==> config.mk <==
export PLATFORM = sky130hd
export DESIGN_NAME = mul_iter_32b
export DESIGN_NICKNAME = d
export VERILOG_FILES = /design/src/rtl/mul_iter_32b.sv
export SDC_FILE = /design/constraint.sdc
export NUM_CORES = 1
export LEC_CHECK = 0
export BUFFER_PORTS_ARGS = -buffer_cell sky130_fd_sc_hd__buf_2
export CAP_MARGIN = 10
export CORE_MARGIN = 4
export CORE_UTILIZATION = 55
export CTS_BUF_LIST = sky130_fd_sc_hd__clkbuf_2
export DETAILED_ROUTE_END_ITERATION = 16
export PLACE_DENSITY = 0.86
export SLEW_MARGIN = 20
export SYNTH_ARGS = -nofsm -noshare
export SYNTH_HDL_FRONTEND = slang
export SYNTH_SLANG_ARGS = --single-unit
==> constraint.sdc <==
create_clock -name clk -period 3.8 [get_ports clk]
set_clock_uncertainty 0.1 [all_clocks]
set_input_delay 0.38 -clock clk [delete_from_list [all_inputs] [get_ports clk]]
set_output_delay 0.38 -clock clk [all_outputs]
set_load 0.005 [all_outputs]
==> src/rtl/mul_iter_32b.sv <==
`default_nettype none
// ============================================================================
//  Module      : mul_iter_32b
//  Description : Iterative 32x32 shift-add multiplier for the TinyRV1 `mul`
//                instruction. Accepts one operand bundle at a time over a
//                val/rdy handshake, computes the low 32 bits of in0*in1 and
//                returns it together with the carried destination address.
//
//  Ports:
//    clk          in   1   clock, all state updates on rising edge
//    reset        in   1   synchronous, active-high
//    istream_val  in   1   operand bundle valid
//    istream_rdy  out  1   unit can accept an operand bundle (IDLE only)
//    in0          in   32  multiplicand
//    in1          in   32  multiplier
//    waddr_in     in   5   destination register address
//    ostream_val  out  1   result valid (DONE only)
//    ostream_rdy  in   1   consumer can take result
//    result       out  32  low 32 bits of in0*in1 (0 outside DONE)
//    waddr_out    out  5   destination address for result (0 outside DONE)
//
//  Build option:
//    MUL_EARLY_EXIT_EN  when defined, CALC ends as soon as the remaining
//                       multiplier bits are all zero; result is unchanged.
//
//  Revision    : 1.0  initial release
// ============================================================================
module mul_iter_32b (
    input  logic        clk,
    input  logic        reset,
    input  logic        istream_val,
    output logic        istream_rdy,
    input  logic [31:0] in0,
    input  logic [31:0] in1,
    input  logic [4:0]  waddr_in,
    output logic        ostream_val,
    input  logic        ostream_rdy,
    output logic [31:0] result,
    output logic [4:0]  waddr_out
);

    typedef enum logic [1:0] {
        S_IDLE = 2'd0,
        S_CALC = 2'd1,
        S_DONE = 2'd2
    } state_t;

    localparam logic [5:0] c_LAST_CNT = 6'd31;

    state_t      r_state;
    state_t      w_state_next;

    logic [31:0] r_a;
    logic [31:0] r_b;
    logic [31:0] r_acc;
    logic [5:0]  r_cnt;
    logic [4:0]  r_waddr;

    logic [31:0] w_b_shift;
    logic        w_last_iter;
    logic        w_in_fire;

    assign w_b_shift = r_b >> 1;

`ifdef MUL_EARLY_EXIT_EN
    // Once the shifted multiplier is zero no further partial products can
    // be added, so the accumulator already holds the final value.
    assign w_last_iter = (r_cnt == c_LAST_CNT) || (w_b_shift == 32'd0);
`else
    assign w_last_iter = (r_cnt == c_LAST_CNT);
`endif

    // Handshake outputs depend on state only; reset masks them so nothing
    // is offered or accepted during a reset cycle.
    assign istream_rdy = (r_state == S_IDLE) && !reset;
    assign ostream_val = (r_state == S_DONE) && !reset;
    assign result      = ostream_val ? r_acc   : 32'd0;
    assign waddr_out   = ostream_val ? r_waddr : 5'd0;

    assign w_in_fire   = istream_val && istream_rdy;

    // ------------------------------------------------------------------
    // Next-state logic
    // ------------------------------------------------------------------
    always_comb begin
        w_state_next = r_state;
        case (r_state)
            S_IDLE: if (w_in_fire)   w_state_next = S_CALC;
            S_CALC: if (w_last_iter) w_state_next = S_DONE;
            S_DONE: if (ostream_rdy) w_state_next = S_IDLE;
            default:                 w_state_next = S_IDLE;
        endcase
    end

    // ------------------------------------------------------------------
    // State register
    // ------------------------------------------------------------------
    always_ff @(posedge clk) begin
        if (reset) begin
            r_state <= S_IDLE;
        end else begin
            r_state <= w_state_next;
        end
    end

    // ------------------------------------------------------------------
    // Datapath: shift-add, one multiplier bit per CALC cycle
    // ------------------------------------------------------------------
    always_ff @(posedge clk) begin
        if (reset) begin
            r_a     <= 32'd0;
            r_b     <= 32'd0;
            r_acc   <= 32'd0;
            r_cnt   <= 6'd0;
            r_waddr <= 5'd0;
        end else begin
            case (r_state)
                S_IDLE: begin
                    if (w_in_fire) begin
                        r_a     <= in0;
                        r_b     <= in1;
                        r_acc   <= 32'd0;
                        r_cnt   <= 6'd0;
                        r_waddr <= waddr_in;
                    end
                end
                S_CALC: begin
                    if (r_b[0]) begin
                        r_acc <= r_acc + r_a;
                    end
                    r_a   <= r_a << 1;
                    r_b   <= w_b_shift;
                    r_cnt <= r_cnt + 6'd1;
                end
                default: begin
                    // DONE holds everything until the result is taken.
                end
            endcase
        end
    end

endmodule
`default_nettype wire
# Word level (Yosys, flattened, before mapping)
# Cells that the tools add are included.
# word_totals
register_bits	109
output_inout_bits	39
in_bits	73
word_cells	40
# classes
n_reduce_logical	10
mux	15
addsub	2
n_eq_ne	7
# op_table
operator	n
32-bit one-hot mux with 2 select lines	3
32-bit two-way mux	5
32-bit adder	1
6-bit one-hot mux with 2 select lines	1
2-bit inequality test, second input constant	4
6-bit by 1-bit adder with 6-bit output, second input constant	1
6-bit by 5-bit == test with 1-bit output, second input constant	1
2-bit two-way mux	3
6-bit two-way mux	1
2-bit one-hot mux with 3 select lines	1
3-bit AND reduction	2
5-bit two-way mux	1
2-bit AND reduction	2
1-bit logical AND	3
2-bit by 1-bit == test with 1-bit output, second input constant	1
2-bit == test, second input constant	1
2-bit logical NOT	1
2-bit nonzero test	1
1-bit logical NOT	1

# Logic depth before layout (Yosys ltp)
# Gate-level depths: netlist of run 1.
# logic_depth
ltp_word	5
depth_mapped	11

# Worst setup path before layout of run 1
# No wires, ideal clock.
# synth_timing
kind	register to register
start	register r_a[10]
end	register r_acc[31]
path_stages_with_launch	11
arrival_ps	2415
period_less_slack_ps	2637
path_buffers	1
setup_slack_ps	1163
cell_sequence	dfxtp_1 -> ha_1 -> buf_6 -> a21oi_4 -> nor3_2 -> or3_4 -> o41ai_4 -> o211ai_2 -> a21o_1 -> a41o_1 -> mux2_4
# synth_between
elab_chain_cells	3
# synth_lines
item	line_no	text
start, declared	53	logic [31:0] r_a;
start signal, assigned	120	r_a <= in0;
start signal, assigned	131	r_a <= r_a << 1;
32-bit adder	129	r_acc <= r_acc + r_a;
32-bit two-way mux	128	if (r_b[0]) begin
32-bit one-hot mux with 2 select lines	117	case (r_state)
end signal, assigned	129	
end, declared	55	logic [31:0] r_acc;
# No other way between the ends. The select of a mux whose other input is x is not followed.
# A chain may end at the register's enable or synchronous reset.

# Final worst setup path of run 1
# layout_timing
start	register r_a[0]
end	register r_acc[28]
# Same word-level chain as after synthesis.

==> reports/results.ini, run 1 <==
[routing]
via_per_inst=5.887
vias=6429
dr.pass1.iters=7
wl_met1_um=7200
routed-wl-met3_um=1062
drt_iter0_markers=469
top_layer=met4
ant_nets=0
wl_per_cell_um=16.03
wirelength_um=17510
drcViolationCount=0
wl_met2_um=8472

[die]
dieWidth_um=113.1
coreArea_um2=10840
die_h_um=113.1
start_util_pct=56.05
rows=38
io_pins=112
die-area_um2=12790

[synthesis]
seq_area_frac_synth_pct=35.91
avgSynthCellArea_um2=7.662
netlist_area_um2=6076
syn_nets=899
synth-seq-cells=109
synth_edf_count=0
ys_warn_count=0
async_flop_share_pct=0
synthCells=793
synthDistinctLibCells=58
synth_top_flop_cell=dfxtp_1

[min_path]
hold_start=in0[16]
min_path_type=input port to register
min_path_cells=3
hold_path_end=r_a[16]

[final_layout]
nFillCells=876
ff_latch_area_um2=2182
layout_common_cells=151 x nor2_1, 111 x buf_2, 109 x dfxtp_1
final_cells=1092
final_nets=1052
layout-drive-gt1-share_pct=15.88
multiInputGateArea_um2=3670
areaGrowthSynthToFinish_pct=23.68
final_common_cell=nor2_1
utilization_pct=69.32

[timing]
worst_pin_slew_ps=979.2
fmax_mhz=344.2
rsz0062_at_grt=no
period_share_pct=76.45
fin_crit_ps=2905
hold_viol=0
fin_setup_tns_ps=0
drv_slew=0
layout_setup_ws_ps=894.8
setup_violations=0
slew_headroom_pct=34.72

[power]
p_sw_uw=741.3
switching_share_pct=31.62
p_per_area_nw_per_um2=311.9
ir_drop_v=0.0002620
seqPwrFrac_pct=54.8
p_int_uw=1603
leakagePower_uw=0.003336
pwr-share-comb_pct=21.8
p_clk_share_pct=23.4

[cts]
cts_buffers=9
clk_pin_slew_ps=300
max-clock-path-buffers=2
h-tree-depth=3
cts_root_buf=clkbuf_2
postCtsSetupRepairBufs=0
cts_resized=0
tritoncts=done
cts.sinks=109
clk-insertion-delay-late_ps=590
postCtsHoldBufs=68

[placement]
gp_congestion=0.9610
dp_hpwl_um=11010
dp_worst_setup_slack_ps=993.8
port_buffers=111
placed_cells=1007

[setup_path]
worstReg2RegEnd=r_acc[28]
reg2reg_from=r_a[0]
rrSetupSlack_ps=890
criticalPathCategory=register to register
worstPathMaxFanout=4
startpoint_type=register
required_ps=4240
end_kind=register
reg2regPathDepth=11
cp.arrival_ps=3350

[global_routing]
track_usage_pct=27.08
grt_max_degree=96
grt_overflow_total=0
grt_pass1_vias=6189
grt_pass1_wl_um=28680
antenna_found_initial=0

[flow_run]
drv_cap=0

[run_status]
outcome=completed

## power by group through the flow
stage | clock (uW) | sequential (uW) | combinational [uW]
after floorplan | 0 | 1290 | 324
after global placement | 0 | 1300 | 434
after detailed placement | 0 | 1300 | 442
after CTS | 566 | 1280 | 496
after global routing | 611 | 1300 | 568
final | 549 | 1280 | 511
## area by class of cell
class	instances	area share, %
Multi-Input combinational cell	624	48.83
Sequential cell	109	29.04
Timing Repair Buffer	191	17.65
Tap cell	140	2.331
Clock inverter	6	0.8991
Clock buffer	10	0.6660
Inverter	11	0.5495
Antenna cell	1	0.03330
## cell usage after synthesis, types with 11 or more instances
| master | instances | area, um^2 |
|---|---|---|
| clkbuf_1 | 42 | 157.7 |
| o21ai_0 | 28 | 140.1 |
| nand2_1 | 78 | 292.8 |
| and2_1 | 41 | 256.5 |
| dfxtp_1 | 109 | 2182 |
| inv_1 | 11 | 41.29 |
| nor4_1 | 41 | 256.5 |
| nand3_1 | 19 | 95.09 |
| a21oi_1 | 69 | 345.3 |
| a22oi_1 | 30 | 225.2 |
| ha_1 | 32 | 400.4 |
| xnor2_1 | 12 | 105.1 |
| nor2_1 | 151 | 566.8 |
## logic make-up (layout without fill, tap and decap cells)
group,Yosys count,after routing,share of synthesized area [%]
other,0,1,0
AO/OA/AOI/OAI,182,182,19.32
multiplexers,6,6,1.071
buffers and inverters,60,218,3.892
XOR/XNOR,21,21,3.027
AND/OR/NAND/NOR,382,382,29.86
adder cells (fa/ha/maj),33,33,6.919
flip-flops,109,109,35.91
## worst max-delay path, cell delays in order (launching register included)
cell	delay [ps]
dfxtp_1	390
ha_1	220
inv_1	70
fa_1	170
nor2b_1	70
o31a_1	300
o311ai_1	480
a21oi_1	190
o31ai_1	270
a21oi_1	170
a211o_1	320
o211ai_1	80
## flip-flops by register name, indices dropped and copies added (netlist names)
| name | flops |
|---|---|
| r_cnt | 6 |
| r_state | 2 |
| r_waddr | 5 |
| r_a | 32 |
| r_b | 32 |
| r_acc | 32 |
## how the worst max path moves through the flow
| stage | start | to | slack (ps) | cells past startpoint |
|---|---|---|---|---|
| after floorplan | r_a[10] | r_acc[31] | 1160 | 10 |
| after global placement | r_a[10] | r_acc[31] | 1050 | 9 |
| after detailed placement | r_a[0] | r_acc[28] | 990 | 11 |
| after CTS | r_a[0] | r_acc[28] | 920 | 11 |
| after global routing | r_a[0] | r_acc[24] | 650 | 11 |
| final | r_a[0] | r_acc[28] | 890 | 11 |
## per-stage QoR
stage,hold slack [ps],cell area (um^2),power (uW)
5_1_grt,83.56,7512,2475
2_1_floorplan,336.0,6076,1610
3_5_place_dp,352.9,6714,1744
4_1_cts,106.9,7512,2344
3_3_place_gp,342.3,6714,1734
6_report,150.3,7515,2344
## metal layers
| layer | vias up | global-route usage (%) |
|---|---|---|
| met3 | 74 | 5.455 |
| met4 | 0 | 13.38 |
| met1 | 2994 | 32.21 |
| met5 | - | 0 |
| li1 | 3102 | - |
| met2 | 259 | 46.48 |
Note: power is estimated with default switching activity, not from simulation.
==> run 2: changes to the inputs <==
--- a/config.mk
+++ b/config.mk
@@ -5,10 +5,11 @@
 export SDC_FILE = /design/constraint.sdc
 export NUM_CORES = 1
 export LEC_CHECK = 0
+export ABC_AREA = 1
 export BUFFER_PORTS_ARGS = -buffer_cell sky130_fd_sc_hd__buf_2
 export CAP_MARGIN = 10
 export CORE_MARGIN = 4
-export CORE_UTILIZATION = 55
+export CORE_UTILIZATION = 53
 export CTS_BUF_LIST = sky130_fd_sc_hd__clkbuf_2
 export DETAILED_ROUTE_END_ITERATION = 16
 export PLACE_DENSITY = 0.86
==> constraint.sdc (replaced) <==
create_clock -name clk -period 2.41 [get_ports clk]
set_clock_uncertainty 0.1 [all_clocks]
set_input_delay 0.241 -clock clk [delete_from_list [all_inputs] [get_ports clk]]
set_output_delay 0.241 -clock clk [all_outputs]
set_load 0.005 [all_outputs]
==> run 2 against run 1 <==
  * Via count up 21%
  * Area after synthesis is 13% higher
  * Clock power up 60%
  * Critical path depth fell by 3
  * Die area grew 16%
  * Critical endpoint is now result[16]
  * Highest routed layer unchanged
==> reports/results.ini, run 2 <==
[run_status]
outcome=completed

[synthesis]
synthCells=1090  ; +37%
synth-seq-cells=109  ; unchanged
synth_top_flop_cell=dfxtp_1
async_flop_share_pct=0  ; unchanged
yosys-top-cells-count=332 x nand2_1, 160 x inv_1, 158 x nor2_1
synth_edf_count=0  ; unchanged
synthDistinctLibCells=37  ; -36%
synth.most_common_cell=nand2_1
avgSynthCellArea_um2=6.297  ; -18%
synthTopCellsByArea=dfxtp_1 32%, nand2_1 18%, inv_1 8.7%
netlist_area_um2=6864  ; +13%
yosysTopAreaCellShare_pct=31.79  ; -4.1 points
seq_area_frac_synth_pct=31.79  ; -4.1 points
ys_warn_count=0  ; unchanged
syn_nets=1196  ; +33%
yosysTopAreaCell=dfxtp_1

[cts]
tritoncts=done
cts_root_buf=clkbuf_2
cts.sinks=109  ; unchanged
max-clock-path-buffers=2  ; unchanged
clk_pin_slew_ps=340  ; +40 ps
clk-insertion-delay-late_ps=630  ; +40 ps
cts_buffers=9  ; unchanged
h-tree-depth=3  ; unchanged

[final_layout]
final_common_cell=nand2_1
utilization_pct=67.25  ; -2.1 points
layout-drive-gt1-share_pct=14.29  ; -1.6 points
design_area_um2=8521  ; +13%
areaGrowthSynthToFinish_pct=24.13
top_regs=r_a x32, r_acc x32, r_b x32
layout_common_cells=332 x nand2_1, 159 x inv_1, 155 x nor2_1
final_nets=1375  ; +31%

[die]
die-area_um2=14840  ; +16%
dieWidth_um=121.8  ; +7.7%
coreArea_um2=12670  ; +17%
die_h_um=121.8  ; +7.7%
rows=41  ; +7.9%
start_util_pct=54.17  ; -1.9 points
io_pins=112  ; unchanged

[flow_run]
drv_cap=0  ; unchanged

[routing]
drcViolationCount=0  ; unchanged
wl_per_cell_um=14.77  ; -7.9%
dr.pass1.iters=8  ; +1
wirelength_um=21370  ; +22%
ant_nets=0  ; unchanged
vias=7772  ; +21%
via_per_inst=5.371  ; -8.8%
drt_iter0_markers=608  ; +30%

[setup_path]
startpoint_type=register
criticalPathCategory=register to output port
cp_top_family=buffers and inverters
cp.arrival_ps=1940  ; -1410 ps
end_kind=output port
critPathSlowestCell=dfxtp_4
required_ps=2070  ; -2170 ps
path_cells=inv_2 > nor2_1 > inv_2 > nor2_2 > inv_1 > buf_8 > nor2_1 > buf_2
worst_path_largest_cell_delay_ps=430  ; -50 ps
critPathBufInv=5  ; +4
worstPathMaxFanout=32  ; +28

[placement]
port_buffers=111  ; unchanged
gp_congestion=0.9950  ; +3.5%
placed_area_um2=7538  ; +12%
dp_hpwl_um=14190  ; +29%

[timing]
setup_violations=0  ; unchanged
period_share_pct=94.80
drv_slew=0  ; unchanged
hold_slack_ps=89.67  ; -60.63 ps
hold_viol=0  ; unchanged
fin_crit_ps=2285
worst_pin_slew_ps=533.9  ; -445.3 ps
fmax_mhz=437.7
slew_headroom_pct=64.35  ; +30 points

[min_path]
min_path_type=input port to register

[power]
ir_drop_v=0.0004703  ; +79%
p_per_area_nw_per_um2=484.6  ; +55%
leakagePower_uw=0.004175  ; +25%
finalPower_uw=4129  ; +76%

[global_routing]
antenna_found_initial=1  ; +1
grt_pass1_vias=7521  ; +22%
grt_max_degree=39  ; -59%
grt_overflow_total=0  ; unchanged
track_usage_pct=29.12  ; +2.0 points
grt_pass1_wl_um=35260  ; +23%

[run 2: changes by cell type in the layout (fill, tap and decap cells not counted), moves of 15 or more]
| cell | change |
|---|---|
| inv_1 | +148 |
| and2_1 | -40 |
| nand2_1 | +255 |
| a22oi_1 | -19 |
| nor4_1 | -41 |
| nand3_1 | +33 |
| o221ai_1 | +37 |
| o21ai_0 | -15 |
[run 2: path summary, 6_finish.rpt]
path         startpoint          to  slack (ps)  cells past startpoint
min               reset   r_acc[22]          90                      3
max          r_state[1]  result[16]         130                      8
min reg2reg     r_b[24]     r_b[24]         400                      2
max reg2reg  r_state[1]     r_b[21]         150                      8
[run 2: repair_timing]
item | 4_1_cts | 5_1_grt
cloned | 0 | 0
setup endpoints to repair | 32 | 37
endpoints found under the hold margin | 70 | 0
hold buffers | 82 | 0
buffers inserted | 0 | 2
gates resized for setup | 3 | 9
[run 2: cell type report]
| type | count | area, um^2 |
|---|---|---|
| antenna | 1 | 2.502 |
| sequential | 109 | 2190 |
| tap | 172 | 215.2 |
| timing repair buffer | 209 | 1516 |
| clock inverter | 7 | 71.32 |
| clock buffer | 9 | 45.04 |
| fill | 1054 | 4150 |
| multi-input combinational | 775 | 3859 |
| inverter | 165 | 621.8 |
[run 2: cells by family after synthesis]
group | Yosys count | share of synthesized area [%]
compound gates | 157 | 14.76
flops | 109 | 31.79
fa+ha+maj | 33 | 6.125
xor+xnor | 9 | 1.148
simple gates | 576 | 34.00
buf+inv | 206 | 12.18
[run 2: power by group]
group / internal, uW / total (uW) / switching (uW)
combinational: 458 / 1130 / 668
clock: 165 / 880 / 715
sequential: 1980 / 2120 / 140
[run 2: routing by layer]
metal	part of all wire (%)	global-route usage (%)
met1	41	36.70
met2	49	50.24
met3	6.6	4.085
met4	3.2	11.55
met5	0	0
[run 2: per-stage QoR]
stage / TNS, ps / worst slack, ps / std cells
final: 0 / 125.3 / 1447
after global routing: -0.4563 / -0.4563 / 1447
after CTS: 0 / 5.392 / 1444
after detailed placement: 0 / 252.7 / 1346
after global placement: 0 / 322.0 / 1346
after floorplan: 0 / 515.8 / 1090
[run 2: worst register-to-register path: stages (launching register included)]
cell and delay [ps]:
dfxtp_4 430, buf_4 110, nor3_4 40, nand2_2 180, nand2_2 90, inv_2 410
nand2_1 140, a21oi_1 180, dlygate4sd3_1 570
